**config.mk**
```make
export PLATFORM = sky130hd
export DESIGN_NAME = serial_feeder
export DESIGN_NICKNAME = d
export VERILOG_FILES = /design/src/rtl/feeder_pkg.sv /design/src/rtl/serial_feeder.sv
export SDC_FILE = /design/constraint.sdc
export NUM_CORES = 1
export LEC_CHECK = 0
export CORE_ASPECT_RATIO = 0.75
export CORE_UTILIZATION = 54
export CTS_BUF_LIST = sky130_fd_sc_hd__clkbuf_2 sky130_fd_sc_hd__clkbuf_4 sky130_fd_sc_hd__clkbuf_8
export DETAILED_ROUTE_END_ITERATION = 7
export PLACE_DENSITY = 0.87
export SYNTH_ARGS = -nofsm -noshare
export SYNTH_HDL_FRONTEND = slang
export SYNTH_SLANG_ARGS = --single-unit
export TNS_END_PERCENT = 20
```
**constraint.sdc**
```tcl
create_clock -name clk -period 2.7 [get_ports clk]
set_input_delay 0.405 -clock clk [delete_from_list [all_inputs] [get_ports clk]]
set_output_delay 0.405 -clock clk [all_outputs]
set_load 0.03 [all_outputs]
```
**src/rtl/feeder_pkg.sv**
```systemverilog
// Shared types and helpers for the serial feeder: FSM state encoding and counter sizing.
package feeder_pkg;

  typedef enum logic {
    IDLE  = 1'b0,
    SHIFT = 1'b1
  } state_e;

  // Bit-counter width for a given word width (at least one bit).
  function automatic int cnt_width(input int width);
    return (width < 2) ? 1 : $clog2(width);
  endfunction

endpackage

```
**src/rtl/serial_feeder.sv**
```systemverilog
// Parallel-to-serial feeder with a one-word hold buffer so consecutive words
// leave on A with no idle bit between them; drives IDLE_BIT when empty.
module serial_feeder
  import feeder_pkg::*;
#(
  parameter int   WIDTH     = 8,
  parameter bit   MSB_FIRST = 1'b1,
  parameter logic IDLE_BIT  = 1'b1
) (
  input  logic             clk,
  input  logic             reset,
  input  logic [WIDTH-1:0] din,
  input  logic             din_valid,
  output logic             din_ready,
  output logic             A,
  output logic             shifting,
  output logic             word_done
);

  localparam int              CNT_W    = cnt_width(WIDTH);
  localparam logic [CNT_W-1:0] CNT_LAST = CNT_W'(WIDTH - 1);

  state_e           state_q, state_d;
  logic [WIDTH-1:0] sreg_q, sreg_d;
  logic [WIDTH-1:0] hold_q, hold_d;
  logic [CNT_W-1:0] cnt_q, cnt_d;
  logic             hold_full_q, hold_full_d;

  logic             out_bit;
  logic [WIDTH-1:0] sreg_shifted;
  logic             accept;

  // Out end of the shift register and the one-step shift toward it.
  generate
    if (MSB_FIRST) begin : g_msb_first
      assign out_bit      = sreg_q[WIDTH-1];
      assign sreg_shifted = {sreg_q[WIDTH-2:0], 1'b0};
    end else begin : g_lsb_first
      assign out_bit      = sreg_q[0];
      assign sreg_shifted = {1'b0, sreg_q[WIDTH-1:1]};
    end
  endgenerate

  assign din_ready = !hold_full_q;
  assign accept    = din_valid && din_ready;
  assign shifting  = (state_q == SHIFT);
  assign word_done = (state_q == SHIFT) && (cnt_q == '0);
  assign A         = (state_q == SHIFT) ? out_bit : IDLE_BIT;

  always_comb begin
    state_d     = state_q;
    sreg_d      = sreg_q;
    hold_d      = hold_q;
    cnt_d       = cnt_q;
    hold_full_d = hold_full_q;

    case (state_q)
      IDLE: begin
        if (accept) begin
          sreg_d  = din;
          cnt_d   = CNT_LAST;
          state_d = SHIFT;
        end
      end
      SHIFT: begin
        if (cnt_q != '0) begin
          sreg_d = sreg_shifted;
          cnt_d  = cnt_q - 1'b1;
          if (accept) begin
            hold_d      = din;
            hold_full_d = 1'b1;
          end
        end else if (hold_full_q) begin
          // Last bit now on A: reload from hold so the next word follows without a gap.
          sreg_d      = hold_q;
          hold_full_d = 1'b0;
          cnt_d       = CNT_LAST;
        end else if (accept) begin
          sreg_d = din;
          cnt_d  = CNT_LAST;
        end else begin
          state_d = IDLE;
        end
      end
      default: state_d = IDLE;
    endcase
  end

  always_ff @(posedge clk) begin
    if (reset) begin
      state_q     <= IDLE;
      sreg_q      <= '0;
      hold_q      <= '0;
      cnt_q       <= '0;
      hold_full_q <= 1'b0;
    end else begin
      state_q     <= state_d;
      sreg_q      <= sreg_d;
      hold_q      <= hold_d;
      cnt_q       <= cnt_d;
      hold_full_q <= hold_full_d;
    end
  end

endmodule

```
==> results.yml <==
outcome:
  status: "finished clean"
critical_path:
  r2r_setup_slack_ns: 0.96
  worstPathMaxFanout: 7
  cp_top_family: "buffers and inverters"
  r2r-end: "sreg_q[7]"
  worstPathRequired_ns: 2.30
  worstPathArrival_ns: 2.13
  path_buf_inv: 2
  critPathLaunch: "cnt_q[0]"
  crit_chain: "inv_1, ha_1, nand2b_1, nor2_1, clkdlybuf4s50_1"
  max_stage_delay_ns: 0.70
  path_class: "register to primary output"
  cp_slowest_cell: "clkdlybuf4s50_1"
  end_kind: "primary output"
  r2r-start: "cnt_q[0]"
  startpoint_type: "register"
  rr_worst_depth: 5
synth:
  synth_area_leaders: "dfxtp_1 43%, mux2i_1 8.1%, nand2_1 5.3%"
  syn_area_sq_um: 987.2
  synth_common_cells: "21 x dfxtp_1, 14 x nand2_1, 12 x nor2_1"
  yosysUniqueCellTypes: 31
  synth_cells: 106
  yosysWarningCount: 0
  synthArstFlopShare_pct: 0
  synth_top_area_cell: "dfxtp_1"
  synth_edf_count: 0
  yosysTopAreaCellShare_pct: 42.59
  yosysMostFrequentCell: "dfxtp_1"
  post_synth.cell_area_avg_sq_um: 9.313
  ys_ff_latch: 21
  ys.flop_type: "dfxtp_1"
  syn-num-nets: 119
  yosysSeqAreaShare_pct: 42.59
sta:
  finalSetupTns_ns: 0
  finalCritPeriodShare_pct: 93.71
  worst_slew_pin_slew_ns: 0.7570
  rsz0062_at_grt: "false"
  fin_ws_ns: 0.1697
  max_freq_ghz: 0.3952
  finalCriticalPeriod_ns: 2.530
  finClkSkew_ns: 0.002060
  final_hold_viol_count: 0
  setup_viol: 0
  slew_viol_final: 0
  relSlewSlack_pct: 49.38
global_route:
  track_usage_pct: 23.13
  grt_overflow: 0
  grt_pass1_vias: 707
  grt_max_degree: 22
  antenna_found_initial: 0
  grt_pass1_wl_mm: 3.256
route:
  drc_errors: 0
  viasPerCell: 5.786
  routed_wl_mm: 1.974
  drt_iter0_markers: 20
  drtPass1Iterations: 4
  drtAntennaViolNets: 0
  vias: 810
  wl_per_cell_um: 14.10
clock_network:
  clk_root_buffer_cell: "clkbuf_4"
  postCtsHoldBufs: 0
  cts_max_level: 1
  clk_pin_slew_ns: 0.12
  clock_sinks: 21
  clk_latency_ns: 0.31
  clockBufferDepth: 2
  numCtsBuffers: 3
  post_cts_resize_count: 0
  cts_setup_buffers: 0
  tritoncts: "yes"
placed_design:
  portBuffers: 14
  gp_congestion: 0.8103
  dp_hpwl_mm: 1.360
  placed_cells: 136
  pre_cts_ws_ns: 0.5570
power_and_ir_drop:
  ir_worst_vdd_uv: 535.0
  leakage_nw: 0.4930
  power_density_mw_per_mm2: 586.0
finish:
  drive_above_1_share_pct: 11.76
  diodes: 0
  fin_util_pct: 71.78
  stdcell_count: 140
  syn2layout_area_growth_pct: 15.72
  nNetsFinal: 133
  num-fill-cells: 135
hold_path:
  hold_path_end: "sreg_q[2]"
  hold_depth: 2
  hold_path_class: "register to register"
  worstHoldStart: "sreg_q[2]"
floorplanning:
  dieHeight_um: 39.03
  dieArea_sq_mm: 0.002005
  io_pins: 15
  initial_utilization_pct: 62.03
  die_w_um: 51.37
  coreArea_sq_mm: 0.001592
  row_count: 12
job:
  max-cap-violations: 0
## flip-flops by register name, indices dropped and copies added (netlist names)
signal	flops
cnt_q	3
sreg_q	8
shifting	1
hold_q	8
hold_full_q	1
## report_power, final
part | internal, mW | total, mW | switching (mW) | leakage, nW
Clock | 0.0555 | 0.155 | 0.0999 | 0.0177
Sequential | 0.337 | 0.353 | 0.0154 | 0.173
Combinational | 0.0733 | 0.161 | 0.0880 | 0.303
Total | 0.466 | 0.669 | 0.203 | 0.493
## final cells by class
cell class / instances / area, sq um / area share, %
Timing Repair Buffer: 16 / 155.1 / 13.58
Clock inverter: 1 / 5.005 / 0.4381
Clock buffer: 3 / 22.52 / 1.972
Multi-Input combinational cell: 73 / 494.2 / 43.26
Inverter: 5 / 18.77 / 1.643
Sequential cell: 21 / 420.4 / 36.80
Tap cell: 21 / 26.28 / 2.300
## through the flow
step	power [mW]	hold slack [ns]	instance area (sq um)
after detailed placement	0.5194	0.4745	1115
after global routing	0.7044	0.5273	1142
final	0.6694	0.4992	1142
after global placement	0.5142	0.4792	1115
after CTS	0.6738	0.4995	1142
after floorplan	0.4806	0.4575	987.2
## layout by cell type (no fill, tap or decap), drive strengths merged
cell / n
dfxtp: 21
nand2: 15
clkdlybuf4s50: 14
nor2: 12
mux2i: 8
o22ai: 6
a311oi: 6
inv: 5
a21oi: 3
clkbuf: 3
nand2b: 3
a21o: 2
nor3: 2
a31oi: 2
ha: 2
buf: 2
o21ai: 2
mux2: 2
nor2b: 1
nand3: 1
a221oi: 1
and2: 1
a31o: 1
o21bai: 1
nand4b: 1
a22oi: 1
clkinv: 1
## kinds of logic after synthesis
| family | share of synthesized area, % |
|---|---|
| and+or+nand+nor | 18.13 |
| AOI/OAI and AO/OA | 18.63 |
| DFF | 42.59 |
| buffers and inverters | 7.351 |
| muxes | 10.77 |
| adders and majority gates | 2.534 |
## per-layer routing
layer	track usage, %	share of wire [%]
met2	38.31	47
met3	8.235	6.6
met5	0	0
met1	28.67	45
met4	6.081	0.96
## worst register-to-register path, cell delays in order (launching register included)
cell      delay, ns
dfxtp_1        0.32
inv_1          0.11
ha_1           0.24
nand2b_1       0.25
o21ai_2        0.50
a311oi_1       0.18
## worst max-delay path by stage
stage	endpoint	slack [ns]	cells after the start
after detailed placement	word_done	0.56	5
after CTS	word_done	0.18	5
after floorplan	word_done	1.02	3
final	word_done	0.17	5
after global placement	word_done	0.63	5
after global routing	word_done	0.02	5
Note: power is estimated with default switching activity, not from simulation.
==> RTL change (config.mk and constraints unchanged) <==
The parameter `WIDTH` goes from 8 to 12.
--- a/src/rtl/serial_feeder.sv
+++ b/src/rtl/serial_feeder.sv
@@ -3,7 +3,7 @@
 module serial_feeder
   import feeder_pkg::*;
 #(
-  parameter int   WIDTH     = 8,
+  parameter int   WIDTH     = 12,
   parameter bit   MSB_FIRST = 1'b1,
   parameter logic IDLE_BIT  = 1'b1
 ) (
Ports: changed (resized din); port bits go from 15 to 19. The function was not compared with the original's and may differ.
==> RTL change against the unedited design <==
- final cell count increased by 55%
- final area increased by 51%
- synthesized area increased by 51%
- critical path type unchanged
- worst setup slack improved by 0.081 ns
- sequential cell count increased by 9
- wire length increased by 61%
- clock skew increased by 0.0084 ns
- total power increased by 56%
- sequential power increased by 46%
- clock power increased by 88%
- non-clock buffer count increased by 7
- sequential share of layout area decreased by 2.0 points
==> RTL change: results (changes against the unedited design) <==
| Metric | Value |
|---|---|
| Status | `complete, no violations (unchanged)` |
| GRT Util Overall | `0.235 (was 0.231)` |
| Switching Power | `0.323 mW (was 0.203 mW)` |
| Syn_area_per_cell | `9.19 um^2 (was 9.31 um^2)` |
| IO buf count | `18 (was 14)` |
| Routed WL per cell | `14.7 um (was 14.1 um)` |
| Yosys cell types | `34 (was 31)` |
| Met2 Use GR | `0.407 (was 0.383)` |
| Post-synthesis mux area share | `0.00756 (was 0.108)` |
| First-pass GRT wire length | `5140 um (was 3260 um)` |
| Post-Synth Adder-Cell Area | `0.00840 (was 0.0253)` |
| WL met2 | `1560 um (was 928 um)` |
| Seq/Total Area, Yosys | `0.403 (was 0.426)` |
| Post-synth top cells | `49 x nand2_1, 30 x dfxtp_1, 16 x a21oi_1 (was 21 x dfxtp_1, 14 x nand2_1, 12 x nor2_1)` |
| Met3 WL | `158 um (was 130 um)` |
| Clock-pin slew on the worst setup and hold paths | `0.10 ns (was 0.12 ns)` |
| Worst stage delay on the critical path | `0.67 ns (was 0.70 ns)` |
| CP Data Arrival Time | `2.04 ns (was 2.13 ns)` |
| Worst relative slew slack | `0.635 (was 0.494)` |
| Syn_nets | `178 (was 119)` |
| Main area contributors after synthesis | `dfxtp_1 40%, nand2_1 12%, o221ai_2 10% (was dfxtp_1 43%, mux2i_1 8.1%, nand2_1 5.3%)` |
| WL final | `3180 um (was 1970 um)` |
| Ratio of cells with drive above 1 in the final layout | `0.215 (was 0.118)` |
| CTS H-Tree Depth | `2 (was 1)` |
| Largest net degree at the start of global routing | `20 (was 22)` |
| Met1 usage | `0.278 (was 0.287)` |
| Vias/cell | `5.73 (was 5.79)` |
| Max VDD drop | `0.349 mV (was 0.535 mV)` |
| Total CTS buffers | `5 (was 3)` |
| Nets@finish | `196 (was 133)` |
| Post-DP Area | `1660 um^2 (was 1110 um^2)` |
## RTL change: cell type report
| cell class | instances | area (um^2) | share of cell area |
|---|---|---|---|
| clock buffer | 7 | 58.8 | 0.0341 |
| multi-input combinational | 116 | 782 | 0.454 |
| tap | 36 | 45.0 | 0.0261 |
| sequential | 30 | 601 | 0.348 |
| timing repair buffer | 23 | 218 | 0.126 |
| clock inverter | 1 | 5.00 | 0.00290 |
| inverter | 4 | 15.0 | 0.00871 |
## RTL change: final timing paths
kind                            end  slack [ns]  cells after the start
min          hold_q[6]$_SDFFE_PP0P_        0.47                      2
min reg2reg  hold_q[6]$_SDFFE_PP0P_        0.47                      2
max reg2reg     cnt_q[0]$_SDFF_PP0_        0.57                      6
max                       word_done        0.25                      5
## RTL change: logic make-up (layout without fill, tap and decap cells)
kind of cell | after synthesis | in the layout
fa+ha+maj | 1 | 1
simple gates | 66 | 66
mux | 1 | 1
buf+inv | 16 | 35
compound gates | 48 | 48
flops | 30 | 30
